## src/rtl/enemy_scheduler_if.sv

```systemverilog
// rtl/enemy_scheduler_if.sv - game-logic <-> enemy scheduler signal bundle
interface enemy_scheduler_if #(
  parameter int NUM_SLOTS = 4
);
  logic                   enable;
  logic [NUM_SLOTS-1:0]   slot_alive;
  logic [9*NUM_SLOTS-1:0] slot_pos;
  logic [7:0]             player_damage;
  logic [NUM_SLOTS-1:0]   move_scen;
  logic [NUM_SLOTS-1:0]   damage_scen;
  logic [7:0]             damage_out;
  logic [8:0]             front_pos;
  logic [NUM_SLOTS-1:0]   spawn_req;
  logic [1:0]             spawn_type;
  logic [7:0]             wave_count;
  logic                   tick;

  // Scheduler side: reads unit status, drives the per-slot strobes.
  modport master (
    input  enable, slot_alive, slot_pos, player_damage,
    output move_scen, damage_scen, damage_out, front_pos,
           spawn_req, spawn_type, wave_count, tick
  );

  // Game-logic / unit-array side.
  modport slave (
    output enable, slot_alive, slot_pos, player_damage,
    input  move_scen, damage_scen, damage_out, front_pos,
           spawn_req, spawn_type, wave_count, tick
  );
endinterface

```

## src/rtl/enemy_scheduler.sv

```systemverilog
// rtl/enemy_scheduler.sv - per-tick damage/move/spawn sequencer for enemy slots
module enemy_scheduler #(
  parameter int NUM_SLOTS = 4,
  parameter int TICK_DIV  = 50_000_000,
  parameter int SPAWN_GAP = 4
) (
  input  logic clk,
  input  logic reset,
  enemy_scheduler_if.master bus
);

  localparam int TW = (TICK_DIV > 1) ? $clog2(TICK_DIV) : 1;
  localparam int SW = $clog2(SPAWN_GAP + 1);

  typedef enum logic [1:0] {S_IDLE, S_DAMAGE, S_MOVE, S_SPAWN} state_t;

  state_t               state;
  logic [TW-1:0]        tick_cnt;
  logic [SW-1:0]        spawn_cnt;
  logic                 tick_adv;
  logic                 tick_wrap;
  logic                 front_found;
  logic [8:0]           front_best;
  logic [NUM_SLOTS-1:0] front_oh;
  logic                 free_found;
  logic [NUM_SLOTS-1:0] free_oh;
  logic [7:0]           wave_mod;

  // Once a sequence has started the divider keeps running so the tick period
  // stays exactly TICK_DIV; enable only gates it while idle.
  assign tick_adv  = (state != S_IDLE) || bus.enable;
  assign tick_wrap = tick_adv && (tick_cnt == TW'(TICK_DIV - 1));
  assign wave_mod  = bus.wave_count % 8'd3;

  // Front search (largest position, lowest index on ties) and free-slot search.
  always_comb begin
    front_found = 1'b0;
    front_best  = '0;
    front_oh    = '0;
    free_found  = 1'b0;
    free_oh     = '0;
    for (int i = 0; i < NUM_SLOTS; i++) begin
      if (bus.slot_alive[i] && (!front_found || bus.slot_pos[9*i +: 9] > front_best)) begin
        front_found = 1'b1;
        front_best  = bus.slot_pos[9*i +: 9];
        front_oh    = '0;
        front_oh[i] = 1'b1;
      end
      if (!bus.slot_alive[i] && !free_found) begin
        free_found = 1'b1;
        free_oh[i] = 1'b1;
      end
    end
  end

  // Game tick divider and tick pulse.
  always_ff @(posedge clk or posedge reset) begin
    if (reset) begin
      tick_cnt <= '0;
      bus.tick <= 1'b0;
    end else begin
      bus.tick <= tick_wrap;
      if (tick_wrap) begin
        tick_cnt <= '0;
      end else if (tick_adv) begin
        tick_cnt <= tick_cnt + 1'b1;
      end
    end
  end

  // Registered front position, refreshed every cycle.
  always_ff @(posedge clk or posedge reset) begin
    if (reset) begin
      bus.front_pos <= '0;
    end else begin
      bus.front_pos <= front_found ? front_best : 9'd0;
    end
  end

  // Phase sequencer with registered strobes: damage, move, spawn.
  always_ff @(posedge clk or posedge reset) begin
    if (reset) begin
      state           <= S_IDLE;
      spawn_cnt       <= '0;
      bus.wave_count  <= '0;
      bus.move_scen   <= '0;
      bus.damage_scen <= '0;
      bus.damage_out  <= '0;
      bus.spawn_req   <= '0;
      bus.spawn_type  <= '0;
    end else begin
      bus.move_scen   <= '0;
      bus.damage_scen <= '0;
      bus.damage_out  <= '0;
      bus.spawn_req   <= '0;
      bus.spawn_type  <= '0;
      case (state)
        S_IDLE: begin
          if (tick_wrap) begin
            state <= S_DAMAGE;
          end
        end
        S_DAMAGE: begin
          if (front_found && (bus.player_damage != 8'd0)) begin
            bus.damage_scen <= front_oh;
            bus.damage_out  <= bus.player_damage;
          end
          state <= S_MOVE;
        end
        S_MOVE: begin
          bus.move_scen <= bus.slot_alive;
          if (spawn_cnt < SW'(SPAWN_GAP)) begin
            spawn_cnt <= spawn_cnt + 1'b1;
          end
          state <= S_SPAWN;
        end
        S_SPAWN: begin
          if (spawn_cnt >= SW'(SPAWN_GAP)) begin
            if (free_found) begin
              bus.spawn_req  <= free_oh;
              bus.spawn_type <= wave_mod[1:0] + 2'd1;
              if (bus.wave_count != 8'hFF) begin
                bus.wave_count <= bus.wave_count + 8'd1;
              end
              spawn_cnt <= '0;
            end else begin
              spawn_cnt <= SW'(SPAWN_GAP);
            end
          end
          state <= S_IDLE;
        end
        default: begin
          state <= S_IDLE;
        end
      endcase
    end
  end

endmodule

```

## src/flat_wrapper.sv

```systemverilog
// flat-port wrapper written by rule: the top's interface ports become plain ports
module enemy_scheduler_flat 
#(
  parameter int NUM_SLOTS = 4,
  parameter int TICK_DIV  = 50_000_000,
  parameter int SPAWN_GAP = 4
)
  (clk, reset, bus_enable, bus_slot_alive, bus_slot_pos, bus_player_damage, bus_move_scen, bus_damage_scen, bus_damage_out, bus_front_pos, bus_spawn_req, bus_spawn_type, bus_wave_count, bus_tick);
  enemy_scheduler_if #(.NUM_SLOTS(NUM_SLOTS)) bus_i ();
  input  logic clk;
  input  logic reset;
  input wire logic [$bits(bus_i.enable)-1:0] bus_enable;
  input wire logic [$bits(bus_i.slot_alive)-1:0] bus_slot_alive;
  input wire logic [$bits(bus_i.slot_pos)-1:0] bus_slot_pos;
  input wire logic [$bits(bus_i.player_damage)-1:0] bus_player_damage;
  output wire logic [$bits(bus_i.move_scen)-1:0] bus_move_scen;
  output wire logic [$bits(bus_i.damage_scen)-1:0] bus_damage_scen;
  output wire logic [$bits(bus_i.damage_out)-1:0] bus_damage_out;
  output wire logic [$bits(bus_i.front_pos)-1:0] bus_front_pos;
  output wire logic [$bits(bus_i.spawn_req)-1:0] bus_spawn_req;
  output wire logic [$bits(bus_i.spawn_type)-1:0] bus_spawn_type;
  output wire logic [$bits(bus_i.wave_count)-1:0] bus_wave_count;
  output wire logic [$bits(bus_i.tick)-1:0] bus_tick;
  assign bus_i.enable = bus_enable;
  assign bus_i.slot_alive = bus_slot_alive;
  assign bus_i.slot_pos = bus_slot_pos;
  assign bus_i.player_damage = bus_player_damage;
  assign bus_move_scen = bus_i.move_scen;
  assign bus_damage_scen = bus_i.damage_scen;
  assign bus_damage_out = bus_i.damage_out;
  assign bus_front_pos = bus_i.front_pos;
  assign bus_spawn_req = bus_i.spawn_req;
  assign bus_spawn_type = bus_i.spawn_type;
  assign bus_wave_count = bus_i.wave_count;
  assign bus_tick = bus_i.tick;
  enemy_scheduler #(.NUM_SLOTS(NUM_SLOTS), .TICK_DIV(TICK_DIV), .SPAWN_GAP(SPAWN_GAP)) u_core (.clk(clk), .reset(reset), .bus(bus_i));
endmodule
```

## config.mk

```make
export PLATFORM = sky130hd
export DESIGN_NAME = enemy_scheduler_flat
export DESIGN_NICKNAME = d
export VERILOG_FILES = /design/src/rtl/enemy_scheduler_if.sv /design/src/rtl/enemy_scheduler.sv /design/src/flat_wrapper.sv
export SDC_FILE = /design/constraint.sdc
export NUM_CORES = 1
export LEC_CHECK = 0
export CELL_PAD_IN_SITES_DETAIL_PLACEMENT = 0
export CELL_PAD_IN_SITES_GLOBAL_PLACEMENT = 1
export CORE_ASPECT_RATIO = 0.5
export CORE_MARGIN = 5
export CORE_UTILIZATION = 36
export DETAILED_ROUTE_END_ITERATION = 7
export GPL_ROUTABILITY_DRIVEN = 1
export HOLD_SLACK_MARGIN = 0.12
export PLACE_DENSITY = 0.89
export SYNTH_ARGS = -nofsm -noshare
export SYNTH_HDL_FRONTEND = slang
export SYNTH_SLANG_ARGS = --single-unit
```

## constraint.sdc

```tcl
create_clock -name clk -period 3 [get_ports clk]
set_input_delay 0.6 -clock clk [delete_from_list [all_inputs] [get_ports clk]]
set_output_delay 0.6 -clock clk [all_outputs]
set_load 0.1 [all_outputs]
```

## Word level (Yosys, flattened, before mapping)

Cells that the tools add are included.

- Flip-flop bits (word level): 71
- Bits in read-only memories: 0
- Bits in writable memories: 0
- Word-level logic and storage cells: 95
- Latch bits: 0
- Bits of input ports: 51
- Memories: 0

- Multipliers: 0
- Bitwise logic cells: 0
- Reductions and logical operators: 27
- Eq/ne operators: 8
- Multiplexer cells: 39
- Add/subtract/negate cells: 4
- Magnitude comparators: 5
- Divide/modulo/power cells: 1
- Shift operators: 0

Operators with widths:

| kind | number |
|---|---|
| $mux 26 | 2 |
| $mux 9 | 5 |
| $mux 4 | 9 |
| $gt 9x9->1 | 3 |
| $add 26x1->26 const B | 1 |
| $eq 26x26->1 const B | 1 |
| $mux 8 | 2 |
| $mux 1 | 12 |
| $mux 3 | 3 |
| $add 8x1->8 const B | 1 |
| $logic_and 1x1->1 | 8 |
| $logic_not 1->1 | 8 |
| $mod 8x2->8 const B | 1 |
| $mux 2 | 4 |
| $ne 8x8->1 const B | 1 |
| $pmux 2 s4 | 1 |
| $reduce_bool 8->1 | 1 |
| $ne 2x1->1 const B | 3 |
| $pmux 3 s2 | 1 |
| $reduce_bool 2->1 | 3 |
| $eq 2x2->1 const B | 2 |
| $logic_or 1x1->1 | 4 |
| $reduce_and 4->1 | 1 |
| $add 3x1->3 const B | 1 |
| 6 further kinds | 6 |

## Logic depth before layout (Yosys ltp)

- Depth after elaboration: 16
- Gate-level depth with buffers: 31
- Gate-level depth less buffers: 27

## Worst setup path before layout

Ideal clock, no wire load.

- Path type: input -> register
- Start: in bus_slot_alive[0]
- End: reg u_core.bus.front_pos[1]
- Setup slack: -3624 ps
- Cell stages on the path: 29
- Data required time: 2847 ps
- Setup time: 153 ps
- Data arrival time: 6471 ps
- Cells stage by stage: clkbuf_1 > clkbuf_1 > nand2_1 > ha_1 > nand2_1 > nor3_1 > o21ai_0 > o21ai_0 > clkbuf_1 > mux2_2 > ha_1 > nor2b_1 > o21a_1 > o21a_1 > o21a_1 > o21a_1 > o2111ai_1 > buf_2 > a21oi_1 > a31o_2 > ha_1 > nor2b_1 > o21a_1 > o21a_1 > o21ai_0 > a21o_1 > nand2_1 > nor3_1 > a211oi_1

- Longest elaborated chain between the ends: 14

Ends and longest elaborated chain:

| element | RTL line | RTL |
|---|---|---|
| from (decl) | flat_wrapper.sv:13 | `input wire logic [$bits(bus_i.slot_alive)-1:0] bus_slot_alive;` |
| $mux 9 / $mux 1 (equally long branches) | enemy_scheduler.sv:43 | `if (bus.slot_alive[i] && (!front_found \|\| bus.slot_pos[9*i +: 9] > front_best)) begin` |
| $gt 9x9->1 / $logic_not 1->1 (equally long branches) | enemy_scheduler.sv:43 |  |
| $logic_or 1x1->1 | enemy_scheduler.sv:43 |  |
| $logic_and 1x1->1 | enemy_scheduler.sv:43 |  |
| $mux 9 / $mux 1 (equally long branches) | enemy_scheduler.sv:43 |  |
| $gt 9x9->1 / $logic_not 1->1 (equally long branches) | enemy_scheduler.sv:43 |  |
| $logic_or 1x1->1 | enemy_scheduler.sv:43 |  |
| $logic_and 1x1->1 | enemy_scheduler.sv:43 |  |
| $mux 9 / $mux 1 (equally long branches) | enemy_scheduler.sv:43 |  |
| $gt 9x9->1 / $logic_not 1->1 (equally long branches) | enemy_scheduler.sv:43 |  |
| $logic_or 1x1->1 | enemy_scheduler.sv:43 |  |
| $logic_and 1x1->1 | enemy_scheduler.sv:43 |  |
| $mux 9 / $mux 1 (equally long branches) | enemy_scheduler.sv:43 |  |
| $mux 9 (*) | enemy_scheduler.sv:76 | `bus.front_pos <= front_found ? front_best : 9'd0;` |
| to (signal assigned) | enemy_scheduler.sv:76 |  |
| to (decl) | enemy_scheduler_if.sv:21 | `output move_scen, damage_scen, damage_out, front_pos,` |

Every way passes the cells marked *; elsewhere a longest branch is shown, timed or not.
A chain may end at the register's enable or synchronous reset.

## Worst setup path after layout

- Start: in bus_slot_pos[11]
- End: reg u_core.bus.front_pos[7]

- Longest elaborated chain between the ends: 13

Ends and longest elaborated chain:

| element | RTL line | RTL |
|---|---|---|
| from (decl) | flat_wrapper.sv:14 | `input wire logic [$bits(bus_i.slot_pos)-1:0] bus_slot_pos;` |
| $gt 9x9->1 | enemy_scheduler.sv:43 |  |
| $logic_or 1x1->1 | enemy_scheduler.sv:43 |  |
| $logic_and 1x1->1 | enemy_scheduler.sv:43 |  |
| $mux 9 / $mux 1 (equally long branches) | enemy_scheduler.sv:43 |  |
| $gt 9x9->1 / $logic_not 1->1 (equally long branches) | enemy_scheduler.sv:43 |  |
| $logic_or 1x1->1 | enemy_scheduler.sv:43 |  |
| $logic_and 1x1->1 | enemy_scheduler.sv:43 |  |
| $mux 9 / $mux 1 (equally long branches) | enemy_scheduler.sv:43 |  |
| $gt 9x9->1 / $logic_not 1->1 (equally long branches) | enemy_scheduler.sv:43 |  |
| $logic_or 1x1->1 | enemy_scheduler.sv:43 |  |
| $logic_and 1x1->1 | enemy_scheduler.sv:43 |  |
| $mux 9 / $mux 1 (equally long branches) | enemy_scheduler.sv:43 |  |
| $mux 9 (*) | enemy_scheduler.sv:76 |  |

Marks and branches as above.

==> impl_metrics.sql <==
INSERT INTO impl_metrics (metric_group, metric, value, unit) VALUES
('worst_setup_path', 'worst_r2r_startpoint', 'u_core.bus.wave_count[4]', ''),
('timing', 'relSlewSlack', '0.316', ''),
('yosys', 'yosys_warnings', '0', ''),
('floorplanning', 'dieHeight', '89.3', 'µm'),
('worst_setup_path', 'worstPathArrival', '5600', 'ps'),
('placed_design', 'gp_congestion', '0.918', ''),
('route', 'drt_iter0_markers', '197', ''),
('layout', 'num-fill-cells', '1107', ''),
('min_path', 'worstHoldEndpoint', 'u_core.tick_cnt[24]', ''),
('worst_setup_path', 'critPathMaxFanout', '7', ''),
('worst_setup_path', 'ff2ff_setup_slack', '110', 'ps'),
('timing', 'finalWorstSetupSlack', '-2390', 'ps'),
('timing', 'drv_slew', '0', ''),
('yosys', 'synth_enable_flop_cells', '0', ''),
('global_route', 'grt_start_max_net_pins', '31', ''),
('layout', 'fin_area', '6990', 'µm²'),
('min_path', 'whs_path_depth', '1', ''),
('power', 'p_leak', '3.20', 'nW'),
('timing', 'period_utilisation_layout', '1.80', ''),
('yosys', 'synthesis.instances', '471', ''),
('timing', 'finalCriticalPeriod', '5390', 'ps'),
('floorplanning', 'die_w', '169', 'µm'),
('route', 'drtAntennaViolNets', '0', ''),
('yosys', 'ys_async_rst_share', '1.00', ''),
('yosys', 'synth_top_cell_by_area', 'sky130_fd_sc_hd__dfrtp_1', ''),
('clock_network', 'tritoncts.num_buffers', '9', ''),
('placed_design', 'detailed_place_hpwl', '9.20', 'mm'),
('clock_network', 'clk_path_buf_depth', '2', ''),
('clock_network', 'cts-hold-fix-buffers', '0', ''),
('power', 'ir_worst_vdd', '330', 'µV'),
('worst_setup_path', 'critical_path_required', '3210', 'ps'),
('timing', 'max_fclk', '0.185', 'GHz'),
('outcome', 'run_status', 'finished, violations left', ''),
('worst_setup_path', 'startpoint_type', 'primary input', ''),
('placed_design', 'post-place-cells', '775', ''),
('global_route', 'first_global_vias', '4240', ''),
('global_route', 'grt_pass1_wl', '20.2', 'mm'),
('layout', 'stdcell_count', '823', ''),
('timing', 'finalClockSkew', '7.27', 'ps'),
('floorplanning', 'core_region_area', '12500', 'µm²'),
('min_path', 'worstHoldStart', 'u_core.tick_cnt[24]', ''),
('timing', 'setup_viol', '13', ''),
('outcome', 'violated_checks', 'setup timing', ''),
('clock_network', 'cts_htree_levels', '3', ''),
('worst_setup_path', 'cell_depth_of_the_worst_flop_to_flop_path', '12', ''),
('min_path', 'min_delay_worst_type', 'reg2reg', ''),
('worst_setup_path', 'path_delay_family', 'compound AO/OA/AOI/OAI gates', ''),
('worst_setup_path', 'crit_path_top_delay_cell', 'sky130_fd_sc_hd__mux2_4', ''),
('route', 'routed_via_density', '5.08', ''),
('timing', 'worstMarginPinSlew', '1010', 'ps'),
('layout', 'antenna_cells_inserted', '0', ''),
('route', 'route.detailed.wl_per_inst', '15.5', 'µm'),
('global_route', 'gr-usage-all-layers', '0.165', ''),
('worst_setup_path', 'critical_path.endpoint_type', 'register', ''),
('clock_network', 'cts_root_buffer', 'sky130_fd_sc_hd__clkbuf_16', ''),
('yosys', 'post_synth.cell_area_avg', '9.62', 'µm²'),
('clock_network', 'clock_tree_from_tritoncts', 'built', ''),
('yosys', 'synth.lib_cells_used.distinct', '61', ''),
('global_route', 'antenna_found_initial', '0', ''),
('clock_network', 'clk_latency', '330', 'ps'),
('timing', 'finalSetupTns', '-30390', 'ps'),
('worst_setup_path', 'regToRegEndpoint', 'u_core.bus.spawn_type[1]', ''),
('yosys', 'synth.yosys.seq_area_share', '0.392', ''),
('floorplanning', 'fp.dieArea', '15100', 'µm²'),
('yosys', 'netlist.area_leader.share', '0.392', ''),
('layout', 'area_delta_synth_final', '54.3', '%'),
('yosys', 'netlist_area', '4530', 'µm²'),
('power', 'power-per-cell-area', '447', 'nW/µm²'),
('placed_design', 'numPortBuffers', '90', ''),
('yosys', 'yosys_most_used_dff', 'sky130_fd_sc_hd__dfrtp_1', ''),
('route', 'vias', '4177', '');
layer usage:
metal,up-vias,global-route usage,share of wire
met5,-,0,0
met3,30,0.0256,0.041
li1,2046,-,-
met4,0,0.0670,0.023
met1,2001,0.204,0.43
met2,100,0.295,0.51
how the worst max path moves through the flow:
stage	from	to	slack [ps]	cells after the start
after global routing	bus_slot_pos[4]	u_core.bus.front_pos[7]	-2600	28
after detailed placement	bus_slot_alive[0]	u_core.bus.front_pos[3]	-3340	30
after global placement	bus_slot_alive[0]	u_core.bus.front_pos[3]	-3140	29
after CTS	bus_slot_alive[0]	u_core.bus.front_pos[2]	-2520	30
final	bus_slot_pos[11]	u_core.bus.front_pos[7]	-2390	26
after floorplan	bus_slot_alive[0]	u_core.bus.front_pos[2]	-2700	31
worst reg2reg max path: cells and delay by family (launching register included):
kind	cells	cell delay, ps
flip-flops	1	440
adder cells (fa/ha/maj)	1	150
multiplexers	2	570
AO/OA/AOI/OAI	4	710
AND/OR/NAND/NOR	4	760
buffers and inverters	1	140
synthesized netlist by cell type, drive strengths merged, types with 6 or more instances:
library cell	n
nand3b	6
xnor2	20
nor3	7
a31o	8
o21ai	17
inv	25
o21a	9
clkbuf	14
nand2	39
xor2	15
dfrtp	71
nand4	12
nand3	18
and3	8
and2	15
a211oi	19
nor2	41
mux2	11
buf	6
ha	40
a21oi	17
through the flow:
| step | hold WS, ps | utilization |
|---|---|---|
| finish | 489 | 0.560 |
| CTS | 494 | 0.541 |
| global placement | 476 | 0.489 |
| global route | 530 | 0.560 |
| detailed placement | 483 | 0.489 |
| floorplan | 454 | - |
cell type report:
cell class	instances	area (µm²)	share of cell area
flip-flops and latches	71	1780	0.255
clock buffers	10	229	0.0327
multi-input cells	356	3070	0.439
well taps	170	213	0.0304
inverters	25	93.8	0.0134
repair buffers	185	1560	0.224
clock inverters	6	37.5	0.00537
power breakdown:
| group | internal [mW] | total (mW) | switching [mW] |
|---|---|---|---|
| clock | 0.555 | 0.941 | 0.386 |
| sequential | 1.03 | 1.08 | 0.0493 |
| combinational | 0.462 | 1.11 | 0.643 |
| total | 2.05 | 3.13 | 1.08 |
cells by family after synthesis:
group                    after synthesis  share of synthesized area
XOR/XNOR                              35                     0.0676
AND/OR/NAND/NOR                      175                      0.203
buffers and inverters                 45                     0.0494
AO/OA/AOI/OAI                         93                      0.148
adder cells (fa/ha/maj)               40                      0.110
multiplexers                          12                     0.0295
flip-flops                            71                      0.392
flip-flops by register name (all words and copies together), names as in the netlist:
register,count
u_core.tick_cnt,26
u_core.bus.front_pos,9
u_core.bus.damage_out,8
u_core.bus.wave_count,8
u_core.bus.damage_scen,4
u_core.bus.move_scen,4
u_core.bus.spawn_req,4
u_core.spawn_cnt,3
u_core.bus.spawn_type,2
u_core.state,2
u_core.bus.tick,1
cells in the final DEF, fill, tap and decap left out, drive strengths merged, types with 6 or more instances in the layout:
master         instances
o21a                   9
nor3                   7
nand2                 39
buf                  138
nand3                 18
nand4                 12
ha                    40
nor2                  41
dfrtp                 71
clkbuf                13
a211oi                19
nand3b                 6
xnor2                 20
inv                   25
mux2                  11
and3                   8
dlygate4sd2            9
a31o                   8
o21ai                 17
clkinv                 6
clkdlybuf4s50         31
and2                  16
xor2                  15
a21oi                 17
timing repair:
item | CTS | global route
gates cloned | 1 | 0
setup endpoints to repair | 13 | 14
pin swaps | 45 | 33
buffers inserted | 23 | 10
resized for setup | 63 | 50
Note: power is estimated with default switching activity, not from simulation.
